[config.mk]
export PLATFORM = sky130hd
export DESIGN_NAME = temporizador
export DESIGN_NICKNAME = d
export VERILOG_FILES = /design/src/rtl/temporizador.sv
export SDC_FILE = /design/constraint.sdc
export NUM_CORES = 1
export LEC_CHECK = 0
export ABC_AREA = 1
export CORE_AREA = 4 4 60 62
export CTS_CLUSTER_DIAMETER = 120
export DETAILED_ROUTE_END_ITERATION = 8
export DIE_AREA = 0 0 64 66
export PLACE_DENSITY_LB_ADDON = 0.3
export SYNTH_ARGS = -nofsm -noshare
export SYNTH_HDL_FRONTEND = slang
export SYNTH_SLANG_ARGS = --single-unit
[constraint.sdc]
create_clock -name clk -period 4.5 [get_ports clk]
set_input_delay 0.675 -clock clk [delete_from_list [all_inputs] [get_ports clk]]
set_output_delay 0.675 -clock clk [all_outputs]
set_load 0.03 [all_outputs]
[src/rtl/temporizador.sv]
// Purpose: four-digit BCD MM:SS countdown timer with keypad entry, feeding controle_magnetron.
// Latency: entry, clear and decrement show up one cycle after the qualifying edge; timer_done is combinational.
// Backpressure: none; keypad strobes are accepted or dropped in the same cycle, mag_on only gates counting.
module temporizador #(
    parameter int TICKS_PER_SEC = 100
) (
    input  logic       clk,
    input  logic       reset,
    input  logic       clearn,
    input  logic       digit_valid,
    input  logic [3:0] digit,
    input  logic       mag_on,
    output logic [3:0] min_tens,
    output logic [3:0] min_units,
    output logic [3:0] sec_tens,
    output logic [3:0] sec_units,
    output logic       timer_done,
    output logic       tick
);

    // Prescaler width: enough bits to hold TICKS_PER_SEC-1, never below 1.
    localparam int PW = (TICKS_PER_SEC > 2) ? $clog2(TICKS_PER_SEC) : 1;
    localparam logic [PW-1:0] PRESC_MAX = PW'(TICKS_PER_SEC - 1);

    // Per-cycle operating mode, decoded in priority order (reset is handled in the register block).
    localparam logic [2:0] MODE_HOLD  = 3'd0;
    localparam logic [2:0] MODE_CLEAR = 3'd1;
    localparam logic [2:0] MODE_ENTRY = 3'd2;
    localparam logic [2:0] MODE_COUNT = 3'd3;
    localparam logic [2:0] MODE_SAT   = 3'd4;

    localparam logic [3:0] BCD_NINE = 4'd9;
    localparam logic [3:0] BCD_FIVE = 4'd5;

    // Digit and prescaler registers plus the registered tick.
    logic [3:0]    min_tens_q;
    logic [3:0]    min_units_q;
    logic [3:0]    sec_tens_q;
    logic [3:0]    sec_units_q;
    logic [PW-1:0] presc_q;
    logic          tick_q;

    // Next-state values.
    logic [3:0]    min_tens_d;
    logic [3:0]    min_units_d;
    logic [3:0]    sec_tens_d;
    logic [3:0]    sec_units_d;
    logic [PW-1:0] presc_d;
    logic          tick_d;

    // One-second-less values of the current time.
    logic [3:0]    dec_min_tens;
    logic [3:0]    dec_min_units;
    logic [3:0]    dec_sec_tens;
    logic [3:0]    dec_sec_units;

    logic [2:0]    mode;
    logic          time_zero;
    logic          digit_ok;
    logic          presc_wrap;

    assign time_zero  = (min_tens_q == 4'd0) && (min_units_q == 4'd0) &&
                        (sec_tens_q == 4'd0) && (sec_units_q == 4'd0);
    assign digit_ok   = (digit <= BCD_NINE);
    assign presc_wrap = (presc_q == PRESC_MAX);

    // Decode the active mode; keypad inputs only matter while the magnetron is off.
    always_comb begin
        mode = MODE_HOLD;
        if (!mag_on) begin
            if (!clearn) begin
                mode = MODE_CLEAR;
            end else if (digit_valid && digit_ok) begin
                mode = MODE_ENTRY;
            end
        end else begin
            if (!time_zero) begin
                mode = MODE_COUNT;
            end else begin
                mode = MODE_SAT;
            end
        end
    end

    // BCD borrow chain, digit by digit; sec_tens above 5 is left as entered and simply counts down.
    always_comb begin
        dec_min_tens  = min_tens_q;
        dec_min_units = min_units_q;
        dec_sec_tens  = sec_tens_q;
        dec_sec_units = sec_units_q;
        if (sec_units_q != 4'd0) begin
            dec_sec_units = sec_units_q - 4'd1;
        end else if (sec_tens_q != 4'd0) begin
            dec_sec_tens  = sec_tens_q - 4'd1;
            dec_sec_units = BCD_NINE;
        end else if (min_units_q != 4'd0) begin
            dec_min_units = min_units_q - 4'd1;
            dec_sec_tens  = BCD_FIVE;
            dec_sec_units = BCD_NINE;
        end else begin
            // Only reached with min_tens nonzero, since COUNT excludes 00:00.
            dec_min_tens  = min_tens_q - 4'd1;
            dec_min_units = BCD_NINE;
            dec_sec_tens  = BCD_FIVE;
            dec_sec_units = BCD_NINE;
        end
    end

    // Select next digit, prescaler and tick values from the decoded mode.
    always_comb begin
        min_tens_d  = min_tens_q;
        min_units_d = min_units_q;
        sec_tens_d  = sec_tens_q;
        sec_units_d = sec_units_q;
        presc_d     = presc_q;
        tick_d      = 1'b0;
        case (mode)
            MODE_CLEAR: begin
                min_tens_d  = 4'd0;
                min_units_d = 4'd0;
                sec_tens_d  = 4'd0;
                sec_units_d = 4'd0;
                presc_d     = '0;
            end
            MODE_ENTRY: begin
                // Shift left; the old min_tens falls off the end, prescaler untouched.
                min_tens_d  = min_units_q;
                min_units_d = sec_tens_q;
                sec_tens_d  = sec_units_q;
                sec_units_d = digit;
            end
            MODE_COUNT: begin
                if (presc_wrap) begin
                    presc_d     = '0;
                    min_tens_d  = dec_min_tens;
                    min_units_d = dec_min_units;
                    sec_tens_d  = dec_sec_tens;
                    sec_units_d = dec_sec_units;
                    tick_d      = 1'b1;
                end else begin
                    presc_d = presc_q + 1'b1;
                end
            end
            MODE_SAT: begin
                // Expired while running: keep 00:00 and park the prescaler at 0.
                presc_d = '0;
            end
            default: begin
                // HOLD: everything keeps its value (including a paused partial second).
            end
        endcase
    end

    // State registers with synchronous active-high reset.
    always_ff @(posedge clk) begin
        if (reset) begin
            min_tens_q  <= 4'd0;
            min_units_q <= 4'd0;
            sec_tens_q  <= 4'd0;
            sec_units_q <= 4'd0;
            presc_q     <= '0;
            tick_q      <= 1'b0;
        end else begin
            min_tens_q  <= min_tens_d;
            min_units_q <= min_units_d;
            sec_tens_q  <= sec_tens_d;
            sec_units_q <= sec_units_d;
            presc_q     <= presc_d;
            tick_q      <= tick_d;
        end
    end

    assign min_tens   = min_tens_q;
    assign min_units  = min_units_q;
    assign sec_tens   = sec_tens_q;
    assign sec_units  = sec_units_q;
    assign timer_done = time_zero;
    assign tick       = tick_q;

endmodule

==> metrics.txt <==
maximum vdd drop 215 uV; GR Util met1 25.0%; Pwr per Cell Area 383 nW/um2; Layout area overhead 17.6%; Critical Path AT 2200 ps; layout cell share with drive strength beyond 1 12.0%; RSZ-0062 raised after global routing false; initial cell density of the core 55.1%; cts hold-fix bufs 0; clock tree buffer depth 2; number of H-tree levels 1; Post-synth EDFFs 0; DRC 0; Diodes inserted 0; ANT nets after route 0; Critical Path Slowest Stage Cell clkdlybuf4s50_1; Hold Vio Cnt, Final 0; Tcrit/Tclk final 63.8%; delay of the slowest critical-path stage 660 ps; total congestion overflow 0; busiest grt layer met2; number of global-route vias before repair 1466; num rows 20; most common cell after layout, fill and taps aside nand2_1; Sink Count 24; Fillers 271; GP Congestion 0.853; TritonCTS clock tree built; Avg Vias per Cell 4.97; Slew Limit Headroom 51.6%; main flop type after synthesis dfxtp_1; Layout Nets 290; I/O pin cnt 27; Tmin final 2870 ps; first-pass GRT wire length 6370 um; CP endpoint kind output pin; Crit Path Max Fanout 14; overall die area 4220 um2; CTS resizes 0; clk slew on worst S/H paths 130 ps; initial DRC count 83; fin util 64.8%; Unique masters post-synth 34; Ys Warns 0; CP Launch Type register; Core ar. 3030 um2; met3 Track Usage GR 3.06%; pin count of the biggest net entering global routing 18; width of the die 64 um; Clock Tree Root clkbuf_4; Lkg Pwr 0.888 nW; FFs w/ async S/R, synth 0%; die height 66 um; Vias 1587; # Max-Cap Violations 0; max frequency 348 MHz; Setup TNS Final 0 ps; CTS Buf Count 3; final setup fails 0; Routed WL 3640 um; Routed wire per std cell 11.4 um; Slew @ Worst Pin 724 ps; post-CTS setup buffer count 0; Reg2Reg Setup Slack 2690 ps; initial antenna violation count 0; worst hold path class register to register; skew final 2.84 ps; Synth Cell Area 1670 um2; synthesized flop and latch total 24; Detailed Place HPWL 2740 um; Overall Global Routing Usage 18.8%; Mapped Avg Cell Area 6.64 um2; DRT Pass-1 Iters 6; Worst-Skew Late Latency 320 ps; Seq/Total Area, Yosys 28.8%; Worst Path Required 3830 ps; Mapped Cells 251; crit-path most repeated cell inv_1; port bufs 26; Crit Path Class register to output pin; most frequent cells in the layout nand2_1, nor2_1, inv_1; crit-path cells inv_1 > ha_1 > nand3_2 > nor2_2 > nand2_4 > inv_1 > clkdlybuf4s50_1; status finished, final reports clean; post-synth net total 264; Max Slew Vio Count 0; GR Util met2 30.6%
stage by stage:
stage	hold WS, ps	power [W]	cells	setup slack, ps	cell area [um2]
final	498	0.000750	319	1630	1960
after global routing	530	0.000812	319	1480	1960
after CTS	498	0.000755	319	1610	1960
after detailed placement	478	0.000657	316	1850	1940
after global placement	467	0.000654	316	1910	1940
after floorplan	457	0.000560	251	2400	1670
power by group:
| part | total [W] | switching [W] | internal, W |
|---|---|---|---|
| combinational | 0.000386 | 0.000239 | 0.000148 |
| sequential | 0.000266 | 0.0000280 | 0.000238 |
| clock | 0.0000975 | 0.0000661 | 0.0000314 |
worst max-delay path: cells and delay by family (launching register included):
kind                       cells  cell delay [ps]
DFF                            1              340
and+or+nand+nor                3              440
buffers and inverters          3              850
adders and majority gates      1              230
sequential cells by signal, indices dropped and copies added (netlist names):
signal,cells
presc_q,7
sec_units,4
tick,1
min_units,4
sec_tens,4
min_tens,4
kinds of logic after synthesis:
| kind of cell | synth area share [%] |
|---|---|
| and+or+nand+nor | 40.9 |
| buffers and inverters | 10.7 |
| AOI/OAI and AO/OA | 14.0 |
| xor gates and xnor gates | 2.63 |
| adders and majority gates | 3.00 |
| DFF | 28.8 |
cell usage after synthesis (2+ instances only):
cell | number | share of area, %
inv_1 | 27 | 6.1
a21oi_1 | 11 | 3.3
nand3_1 | 19 | 5.7
nand2_1 | 55 | 12
o21ai_0 | 13 | 3.9
dfxtp_1 | 24 | 29
nand2_2 | 4 | 1.5
o21ai_1 | 3 | 0.90
nand3b_1 | 2 | 0.90
xor2_1 | 4 | 2.1
nor2_1 | 41 | 9.2
nor2_2 | 5 | 1.9
ha_1 | 4 | 3.0
nand2_4 | 7 | 4.7
buf_6 | 2 | 1.4
o21a_1 | 2 | 0.90
o211ai_2 | 2 | 1.5
o22ai_1 | 8 | 3.0
inv_2 | 3 | 0.68
cell type report:
type                    instances  area, um2  area share [%]
flip-flops and latches         24        480            24.5
repair buffers                 26        260            13.3
multi-input cells             189       1010            51.5
clock buffers                   3       22.5            1.15
well taps                      44       55.1            2.81
inverters                      33        133            6.76
per-layer routing:
metal	share of wire [%]	up-vias
met5	0	-
met4	1.4	0
met3	4.3	6
met2	44	31
met1	50	697
li1	-	853
worst paths after layout:
kind                endpoint         start  cells past startpoint
setup / recovery  timer_done  sec_units[0]                      7
hold / removal    presc_q[5]    presc_q[5]                      2
setup reg to reg  presc_q[0]  sec_units[0]                      8
hold reg to reg   presc_q[5]    presc_q[5]                      2
Note: power is estimated with default switching activity, not from simulation.
